### src/rtl/spi_reg_master_if.sv
// Request/response bus of the SPI register master: one transaction request
// in, busy/done status and the received data byte out.
interface spi_reg_master_if;
  logic       start;
  logic       rw;
  logic [6:0] addr;
  logic [7:0] wdata;
  logic       busy;
  logic       done;
  logic [7:0] rdata;

  // Initiator side (issues transactions)
  modport master (
    output start, rw, addr, wdata,
    input  busy, done, rdata
  );

  // SPI master side (serves transactions)
  modport slave (
    input  start, rw, addr, wdata,
    output busy, done, rdata
  );
endinterface

### src/rtl/spi_reg_master.sv
// SPI mode-0 register master. One transaction is a 16-bit frame:
// byte 0 = {rw, addr}, byte 1 = write data out / read data in, MSB first.
// SCLK half period is CLK_DIV core clocks. Every SPI pin and status output
// comes straight from a flop.
module spi_reg_master #(
  parameter int CLK_DIV = 25
) (
  input  logic              clk,
  input  logic              reset,
  spi_reg_master_if.slave   bus,
  output logic              sclk,
  output logic              mosi,
  input  logic              miso,
  output logic              ss
);

  localparam int DIV_W = (CLK_DIV > 1) ? $clog2(CLK_DIV) : 1;
  localparam logic [DIV_W-1:0] DIV_LAST = DIV_W'(CLK_DIV - 1);
  localparam logic [DIV_W-1:0] DIV_ZERO = {DIV_W{1'b0}};
  localparam logic [DIV_W-1:0] DIV_ONE  = DIV_W'(1);
  localparam logic [3:0]       BIT_LAST = 4'd15;

  typedef enum logic [2:0] {
    ST_IDLE     = 3'd0,
    ST_SETUP    = 3'd1,
    ST_SHIFT_HI = 3'd2,
    ST_SHIFT_LO = 3'd3,
    ST_HOLD     = 3'd4,
    ST_GAP      = 3'd5
  } state_t;

  state_t           state_r;
  state_t           next_state_s;
  logic [15:0]      tx_sr_r;
  logic [7:0]       rx_sr_r;     // only byte 1 survives; byte-0 bits fall out the top
  logic [DIV_W-1:0] div_cnt_r;
  logic [3:0]       bit_cnt_r;
  logic             sclk_r;
  logic             mosi_r;
  logic             ss_r;
  logic             busy_r;
  logic             done_r;
  logic [7:0]       rdata_r;
  logic             phase_end_s;

  assign phase_end_s = (div_cnt_r == DIV_LAST);

  assign sclk      = sclk_r;
  assign mosi      = mosi_r;
  assign ss        = ss_r;
  assign bus.busy  = busy_r;
  assign bus.done  = done_r;
  assign bus.rdata = rdata_r;

  // State register.
  always_ff @(posedge clk or posedge reset) begin
    if (reset) begin
      state_r <= ST_IDLE;
    end else begin
      state_r <= next_state_s;
    end
  end

  // Next-state decode: every non-idle state lasts one half period.
  always_comb begin
    next_state_s = state_r;
    case (state_r)
      ST_IDLE: begin
        if (bus.start) begin
          next_state_s = ST_SETUP;
        end else begin
          next_state_s = ST_IDLE;
        end
      end
      ST_SETUP: begin
        if (phase_end_s) begin
          next_state_s = ST_SHIFT_HI;
        end else begin
          next_state_s = ST_SETUP;
        end
      end
      ST_SHIFT_HI: begin
        if (phase_end_s) begin
          next_state_s = ST_SHIFT_LO;
        end else begin
          next_state_s = ST_SHIFT_HI;
        end
      end
      ST_SHIFT_LO: begin
        if (phase_end_s && (bit_cnt_r == BIT_LAST)) begin
          next_state_s = ST_HOLD;
        end else if (phase_end_s) begin
          next_state_s = ST_SHIFT_HI;
        end else begin
          next_state_s = ST_SHIFT_LO;
        end
      end
      ST_HOLD: begin
        if (phase_end_s) begin
          next_state_s = ST_GAP;
        end else begin
          next_state_s = ST_HOLD;
        end
      end
      ST_GAP: begin
        if (phase_end_s) begin
          next_state_s = ST_IDLE;
        end else begin
          next_state_s = ST_GAP;
        end
      end
      default: begin
        next_state_s = ST_IDLE;
      end
    endcase
  end

  // Half-period counter, restarted at every phase boundary and held in idle.
  always_ff @(posedge clk or posedge reset) begin
    if (reset) begin
      div_cnt_r <= DIV_ZERO;
    end else if ((state_r == ST_IDLE) || phase_end_s) begin
      div_cnt_r <= DIV_ZERO;
    end else begin
      div_cnt_r <= div_cnt_r + DIV_ONE;
    end
  end

  // Shift registers, bit counter and all registered pin/status outputs.
  always_ff @(posedge clk or posedge reset) begin
    if (reset) begin
      tx_sr_r   <= 16'h0000;
      rx_sr_r   <= 8'h00;
      bit_cnt_r <= 4'd0;
      sclk_r    <= 1'b0;
      mosi_r    <= 1'b0;
      ss_r      <= 1'b1;
      busy_r    <= 1'b0;
      done_r    <= 1'b0;
      rdata_r   <= 8'h00;
    end else begin
      done_r <= 1'b0;
      case (state_r)
        ST_IDLE: begin
          if (bus.start) begin
            tx_sr_r   <= {bus.rw, bus.addr, bus.wdata};
            rx_sr_r   <= 8'h00;
            bit_cnt_r <= 4'd0;
            busy_r    <= 1'b1;
            ss_r      <= 1'b0;
            mosi_r    <= bus.rw;
          end
        end
        ST_SETUP: begin
          if (phase_end_s) begin
            sclk_r <= 1'b1;
          end
        end
        ST_SHIFT_HI: begin
          // Sample as late as possible: the slave moves miso a few clocks
          // after the falling edge, so the last high cycle is the safe one.
          if (phase_end_s) begin
            sclk_r  <= 1'b0;
            rx_sr_r <= {rx_sr_r[6:0], miso};
            tx_sr_r <= {tx_sr_r[14:0], tx_sr_r[15]};
            if (bit_cnt_r != BIT_LAST) begin
              mosi_r <= tx_sr_r[14];
            end
          end
        end
        ST_SHIFT_LO: begin
          if (phase_end_s && (bit_cnt_r != BIT_LAST)) begin
            bit_cnt_r <= bit_cnt_r + 4'd1;
            sclk_r    <= 1'b1;
          end
        end
        ST_HOLD: begin
          if (phase_end_s) begin
            ss_r    <= 1'b1;
            done_r  <= 1'b1;
            rdata_r <= rx_sr_r;
            mosi_r  <= 1'b0;
          end
        end
        ST_GAP: begin
          if (phase_end_s) begin
            busy_r <= 1'b0;
          end
        end
        default: begin
          sclk_r <= 1'b0;
          ss_r   <= 1'b1;
          mosi_r <= 1'b0;
          busy_r <= 1'b0;
        end
      endcase
    end
  end

endmodule

### src/flat_wrapper.sv
// flat-port wrapper written by rule: the top's interface ports become plain ports
module spi_reg_master_flat 
#(
  parameter int CLK_DIV = 25
)
  (clk, reset, sclk, mosi, miso, ss, bus_start, bus_rw, bus_addr, bus_wdata, bus_busy, bus_done, bus_rdata);
  spi_reg_master_if bus_i ();
  input  logic clk;
  input  logic reset;
  output logic sclk;
  output logic mosi;
  input  logic miso;
  output logic ss;
  input wire logic [$bits(bus_i.start)-1:0] bus_start;
  input wire logic [$bits(bus_i.rw)-1:0] bus_rw;
  input wire logic [$bits(bus_i.addr)-1:0] bus_addr;
  input wire logic [$bits(bus_i.wdata)-1:0] bus_wdata;
  output wire logic [$bits(bus_i.busy)-1:0] bus_busy;
  output wire logic [$bits(bus_i.done)-1:0] bus_done;
  output wire logic [$bits(bus_i.rdata)-1:0] bus_rdata;
  assign bus_i.start = bus_start;
  assign bus_i.rw = bus_rw;
  assign bus_i.addr = bus_addr;
  assign bus_i.wdata = bus_wdata;
  assign bus_busy = bus_i.busy;
  assign bus_done = bus_i.done;
  assign bus_rdata = bus_i.rdata;
  spi_reg_master #(.CLK_DIV(CLK_DIV)) u_core (.clk(clk), .reset(reset), .bus(bus_i), .sclk(sclk), .mosi(mosi), .miso(miso), .ss(ss));
endmodule
### config.mk
export PLATFORM = sky130hd
export DESIGN_NAME = spi_reg_master_flat
export DESIGN_NICKNAME = d
export VERILOG_FILES = /design/src/rtl/spi_reg_master_if.sv /design/src/rtl/spi_reg_master.sv /design/src/flat_wrapper.sv
export SDC_FILE = /design/constraint.sdc
export NUM_CORES = 1
export LEC_CHECK = 0
export BUFFER_PORTS_ARGS = -buffer_cell sky130_fd_sc_hd__buf_2
export CAP_MARGIN = 30
export CORE_ASPECT_RATIO = 1.25
export CORE_UTILIZATION = 45
export CTS_CLUSTER_DIAMETER = 80
export DETAILED_ROUTE_END_ITERATION = 12
export GPL_TIMING_DRIVEN = 0
export PLACE_DENSITY = 0.65
export REMOVE_ABC_BUFFERS = 1
export SKIP_CTS_REPAIR_TIMING = 1
export SYNTH_ARGS = -nofsm -noshare
export SYNTH_HDL_FRONTEND = slang
export SYNTH_SLANG_ARGS = --single-unit
### constraint.sdc
create_clock -name clk -period 5 [get_ports clk]
set_clock_uncertainty 0.1 [all_clocks]
set_input_delay 1 -clock clk [delete_from_list [all_inputs] [get_ports clk]]
set_output_delay 1 -clock clk [all_outputs]
set_load 0.05 [all_outputs]
=== Word level (Yosys, flattened, before mapping) ===
Cells that the tools add are included.

* Bits in registers: 49
* Bits of input ports: 20
* Output and inout bits: 13
* Logic and storage cells: 81

* Add/subtract/negate cells: 2
* Equality and inequality tests: 15
* Muxes and demuxes: 32
* Bitwise operators: 4
* Reductions and logical operators: 17

{| class="wikitable"
|+ Operators with widths
! kind !! count
|-
| two-way mux 16 bit || 2
|-
| case mux 16 bit (2 select lines) || 1
|-
| case mux 3 bit (6 select lines) || 1
|-
| two-way mux 8 bit || 2
|-
| case mux 8 bit (2 select lines) || 1
|-
| two-way mux 1 bit || 14
|-
| inequality test 2 x 1 -> 1 bit (second input constant) || 6
|-
| AND reduction 3 bit || 4
|-
| two-way mux 4 bit || 2
|-
| case mux 1 bit (4 select lines) || 2
|-
| case mux 4 bit (2 select lines) || 1
|-
| OR reduction 4 bit || 2
|-
| == test 3 x 2 -> 1 bit (second input constant) || 2
|-
| == test 3 bit (second input constant) || 2
|-
| two-way mux 3 bit || 2
|-
| case mux 1 bit (3 select lines) || 2
|-
| OR reduction 3 bit || 2
|-
| adder 5 x 1 -> 5 bit (second input constant) || 1
|-
| == test 5 bit (second input constant) || 1
|-
| two-way mux 5 bit || 1
|-
| AND reduction 5 bit || 1
|-
| adder 4 x 1 -> 4 bit (second input constant) || 1
|-
| == test 4 bit (second input constant) || 1
|-
| inequality test 4 bit (second input constant) || 1
|-
| other kinds (10) || 15
|}

=== Depth between registers and ports, before layout ===
* Word-level depth: 4
* Depth in mapped cells: 8
* Depth with buffers taken out: 6

=== Worst setup path before layout ===
OpenSTA, ideal clock, no wires.

* Path type: input-to-reg
* Start point: input bus_start
* End point: register u_core.tx_sr_r[0]
* Library setup time: 0.125 ns
* Arrival: 2.008 ns
* Required time: 4.775 ns
* Setup slack: 2.767 ns
* Stages: 5
* Buffers on the path: 1
* Path through: nor2b_1 > a21oi_2 > nor3_4 > buf_8 > mux2_4

* Longest elaborated chain between the ends: 2

{| class="wikitable"
|+ RTL lines
! what !! RTL line !! RTL
|-
| start, declared || flat_wrapper.sv:14 || <nowiki>input wire logic [$bits(bus_i.start)-1:0] bus_start;</nowiki>
|-
| inequality test 2 bit (no line) || n/a ||
|-
| AND reduction 3 bit (no line) || n/a ||
|-
| end signal, assigned || spi_reg_master.sv:146 || <nowiki>tx_sr_r <= {bus.rw, bus.addr, bus.wdata};</nowiki>
|-
| end signal, assigned || spi_reg_master.sv:165 || <nowiki>tx_sr_r <= {tx_sr_r[14:0], tx_sr_r[15]};</nowiki>
|-
| end, declared || spi_reg_master.sv:34 || <nowiki>logic [15:0] tx_sr_r;</nowiki>
|}

Every way passes these cells.
A chain may end at the register's enable or synchronous reset.

=== Final worst setup path ===
* Start point: register u_core.div_cnt_r[0]
* End point: register u_core.tx_sr_r[9]

* Longest elaborated chain between the ends: 3

{| class="wikitable"
|+ RTL lines
! what !! RTL line !! RTL
|-
| start, declared || spi_reg_master.sv:36 || <nowiki>logic [DIV_W-1:0] div_cnt_r;</nowiki>
|-
| start signal, assigned || spi_reg_master.sv:125 || <nowiki>div_cnt_r <= div_cnt_r + DIV_ONE;</nowiki>
|-
| == test 5 bit || spi_reg_master.sv:46 || <nowiki>assign phase_end_s = (div_cnt_r == DIV_LAST);</nowiki>
|-
| inequality test 2 x 1 -> 1 bit (no line) || n/a ||
|-
| AND reduction 3 bit (no line) || n/a ||
|}

Every way passes these cells.

==> flow_summary_export.csv <==
group,metric,value,unit
global_routing,grt_max_degree,33,
setup_path,cp-end-kind,"flip-flop",
place,gp_routability_congestion,0.748,
clocking,clk_latency,0.30,ns
clocking,clock_sinks,49,
floorplan,die_x,66.6,um
cells_and_area,final_common_cell,"dfrtp_1",
synthesis,synth_area,2350,um2
sta,min_period,2.81,ns
clocking,tritoncts,"yes",
synthesis,async_flop_share,1.00,
sta,final-setup-viol-count,0,
synthesis,ys.warnings.count,0,
pwr,ir_worst_vdd,270,uV
synthesis,synth_area_leaders,"dfrtp_1 (51%), mux2_2 (13%), mux2_4 (7.7%)",
cells_and_area,drive_above_1_share,0.382,
cells_and_area,area_delta_synth_final,14.7,%
routing,firstDrtPassIters,4,
floorplan,die_h,82.8,um
cells_and_area,n_fill_cell,435,
worst_hold_path,holdCritPathClass,"flip-flop to flip-flop",
cells_and_area,multi_input_area,996,um2
cells_and_area,final_nets,250,
routing,wl_per_cell,14.2,um
routing,wl,4130,um
cells_and_area,register_area,1230,um2
clocking,cts_inserted_buffers,5,
clocking,cts_root_buf,"clkbuf_8",
global_routing,grt.total_usage,0.171,
setup_path,critPathMaxStageDelay,0.63,ns
floorplan,num_io_pins,33,
setup_path,cp_data_arrival_time,2.90,ns
sta,hold_ws,0.399,ns
cells_and_area,layout_common_cells,"dfrtp_1 (48), buf_2 (32), mux2_2 (28), inv_1 (15)",
outcome,status,"completed",
sta,final_max_slew_viol_count,0,
clocking,cts.path.max_buffers,2,
synthesis,netlist_instances,196,
sta,hold_viol_final,0,
global_routing,grt.overflow.total,0,
sta,timing.fmax,0.356,GHz
setup_path,cp.required,5.09,ns
global_routing,grt_pass1_wl,7060,um
cells_and_area,antennaDiodeCount,0,
place,dp.final_hpwl,2850,um
global_routing,antenna_found_initial,0,
synthesis,yosysTopAreaCellShare,0.511,
floorplan,die_area,5520,um2
sta,rsz0062_at_grt,"no",
routing,ant_nets,0,
floorplan,core_area,5040,um2
routing,drc_errors,0,
setup_path,crit_slowest_cell,"and4b_1",
place,port_buffers,32,
synthesis,yosysSeqAreaShare,0.522,
clocking,htreeDepth,2,
synthesis,avgSynthCellArea,12.0,um2
setup_path,crit_fanout,17,
routing,routed_via_density,5.30,
synthesis,yosys_most_used_dff,"dfrtp_1",
setup_path,start_kind,"flip-flop",
setup_path,crit_chain,"inv_1, ha_1, and4b_1, a21oi_2, nor3_4, buf_8, mux2_2",
synthesis,synth_edf_count,0,
routing,route.vias.total,1536,
synthesis,synth_top_area_cell,"dfrtp_1",
clocking,cts.clk_slew.worst_paths,0.09,ns
synthesis,synth_seq_cells,49,
sta,slew_headroom,0.487,
job,drv_cap,0,
routing,drt_iter0_drc,53,
sta,worst_pin_slew,0.767,ns
pwr,leakage,1.22,nW
floorplan,core.rowCount,29,
sta,fin_crit_sh,0.562,
floorplan,initial_core_util,0.466,
pwr,power_density,476,nW/um2
setup_path,worstSetupPathType,"flip-flop to flip-flop",
sta,finalSetupTns,0,ns
synthesis,synth_cell_types,39,
global_routing,grt_pass1_vias,1528,
## sequential cells by signal, summed over array words and instances (netlist names)
name	cells
u_core.bit_cnt_r	4
u_core.bus.busy	1
u_core.ss	1
u_core.tx_sr_r	16
u_core.rx_sr_r	8
u_core.bus.done	1
u_core.div_cnt_r	5
u_core.sclk	1
u_core.mosi	1
u_core.state_r	3
u_core.bus.rdata	8
## power breakdown
part	total, mW	leakage (nW)	switching, mW	internal, mW
registers	0.603	0.623	0.0952	0.508
clock network	0.283	0.0554	0.133	0.150
logic	0.397	0.546	0.166	0.231
## final cells by class
class	instances	area share
sequential	49	0.455
multi-input combinational	120	0.370
timing repair buffer	35	0.0826
tap	62	0.0288
clock buffer	6	0.0269
inverter	16	0.0223
clock inverter	2	0.0144
## cells in the mapped netlist, drive strengths merged (2+ instances only)
library cell	n
dfrtp	48
nand3	6
nand4	10
xor2	2
ha	3
o21ai	12
clkbuf	4
a21oi	8
nor3	2
a211oi	2
nor2	11
inv	16
o211ai	3
mux2	40
nor2b	2
nand2	5
buf	7
nand2b	2
## worst max-delay path: cells and delay by family (launching register included)
family	cells	cell delay [ns]
fa+ha+maj	1	0.16
simple gates	2	1.20
buf+inv	2	0.32
compound gates	1	0.15
mux	1	0.34
flops	1	0.42
## logic make-up after synthesis
kind of cell	count (synthesis)	synth area share
AND/OR/NAND/NOR	41	0.0985
flip-flops	49	0.522
adder cells (fa/ha/maj)	3	0.0160
buffers and inverters	27	0.0538
AO/OA/AOI/OAI	32	0.0831
multiplexers	41	0.215
XOR/XNOR	3	0.0112
## per-stage QoR
| stage | setup WS, ns | cells | util | instance area [um2] | power (mW) |
|---|---|---|---|---|---|
| floorplan | 2.37 | 185 | - | 2280 | 0.896 |
| global placement | 1.87 | 279 | 0.500 | 2520 | 0.972 |
| detailed placement | 2.16 | 282 | 0.512 | 2580 | 1.01 |
| CTS | 2.16 | 290 | 0.534 | 2700 | 1.30 |
| global route | 2.01 | 290 | 0.534 | 2700 | 1.37 |
| finish | 2.19 | 290 | 0.534 | 2700 | 1.28 |
## path summary, 6_finish.rpt
kind                                     startpoint                  end  slack [ns]  cells after the start
worst min-delay path            u_core.div_cnt_r[0]  u_core.div_cnt_r[0]        0.40                      1
max in group asynchronous                     reset            u_core.ss        3.65                      3
worst min register to register  u_core.div_cnt_r[0]  u_core.div_cnt_r[0]        0.40                      1
worst max-delay path            u_core.div_cnt_r[0]    u_core.tx_sr_r[9]        2.19                      7
min in group asynchronous                     reset    u_core.tx_sr_r[7]        0.58                      2
worst max register to register  u_core.div_cnt_r[0]    u_core.tx_sr_r[9]        2.19                      7
## metal layers
layer / routed length, um / global-route usage
met1: 1870 / 0.222
met4: 51 / 0.0596
met3: 161 / 0.0355
met5: 0 / 0
met2: 2040 / 0.281
Note: power is estimated with default switching activity, not from simulation.
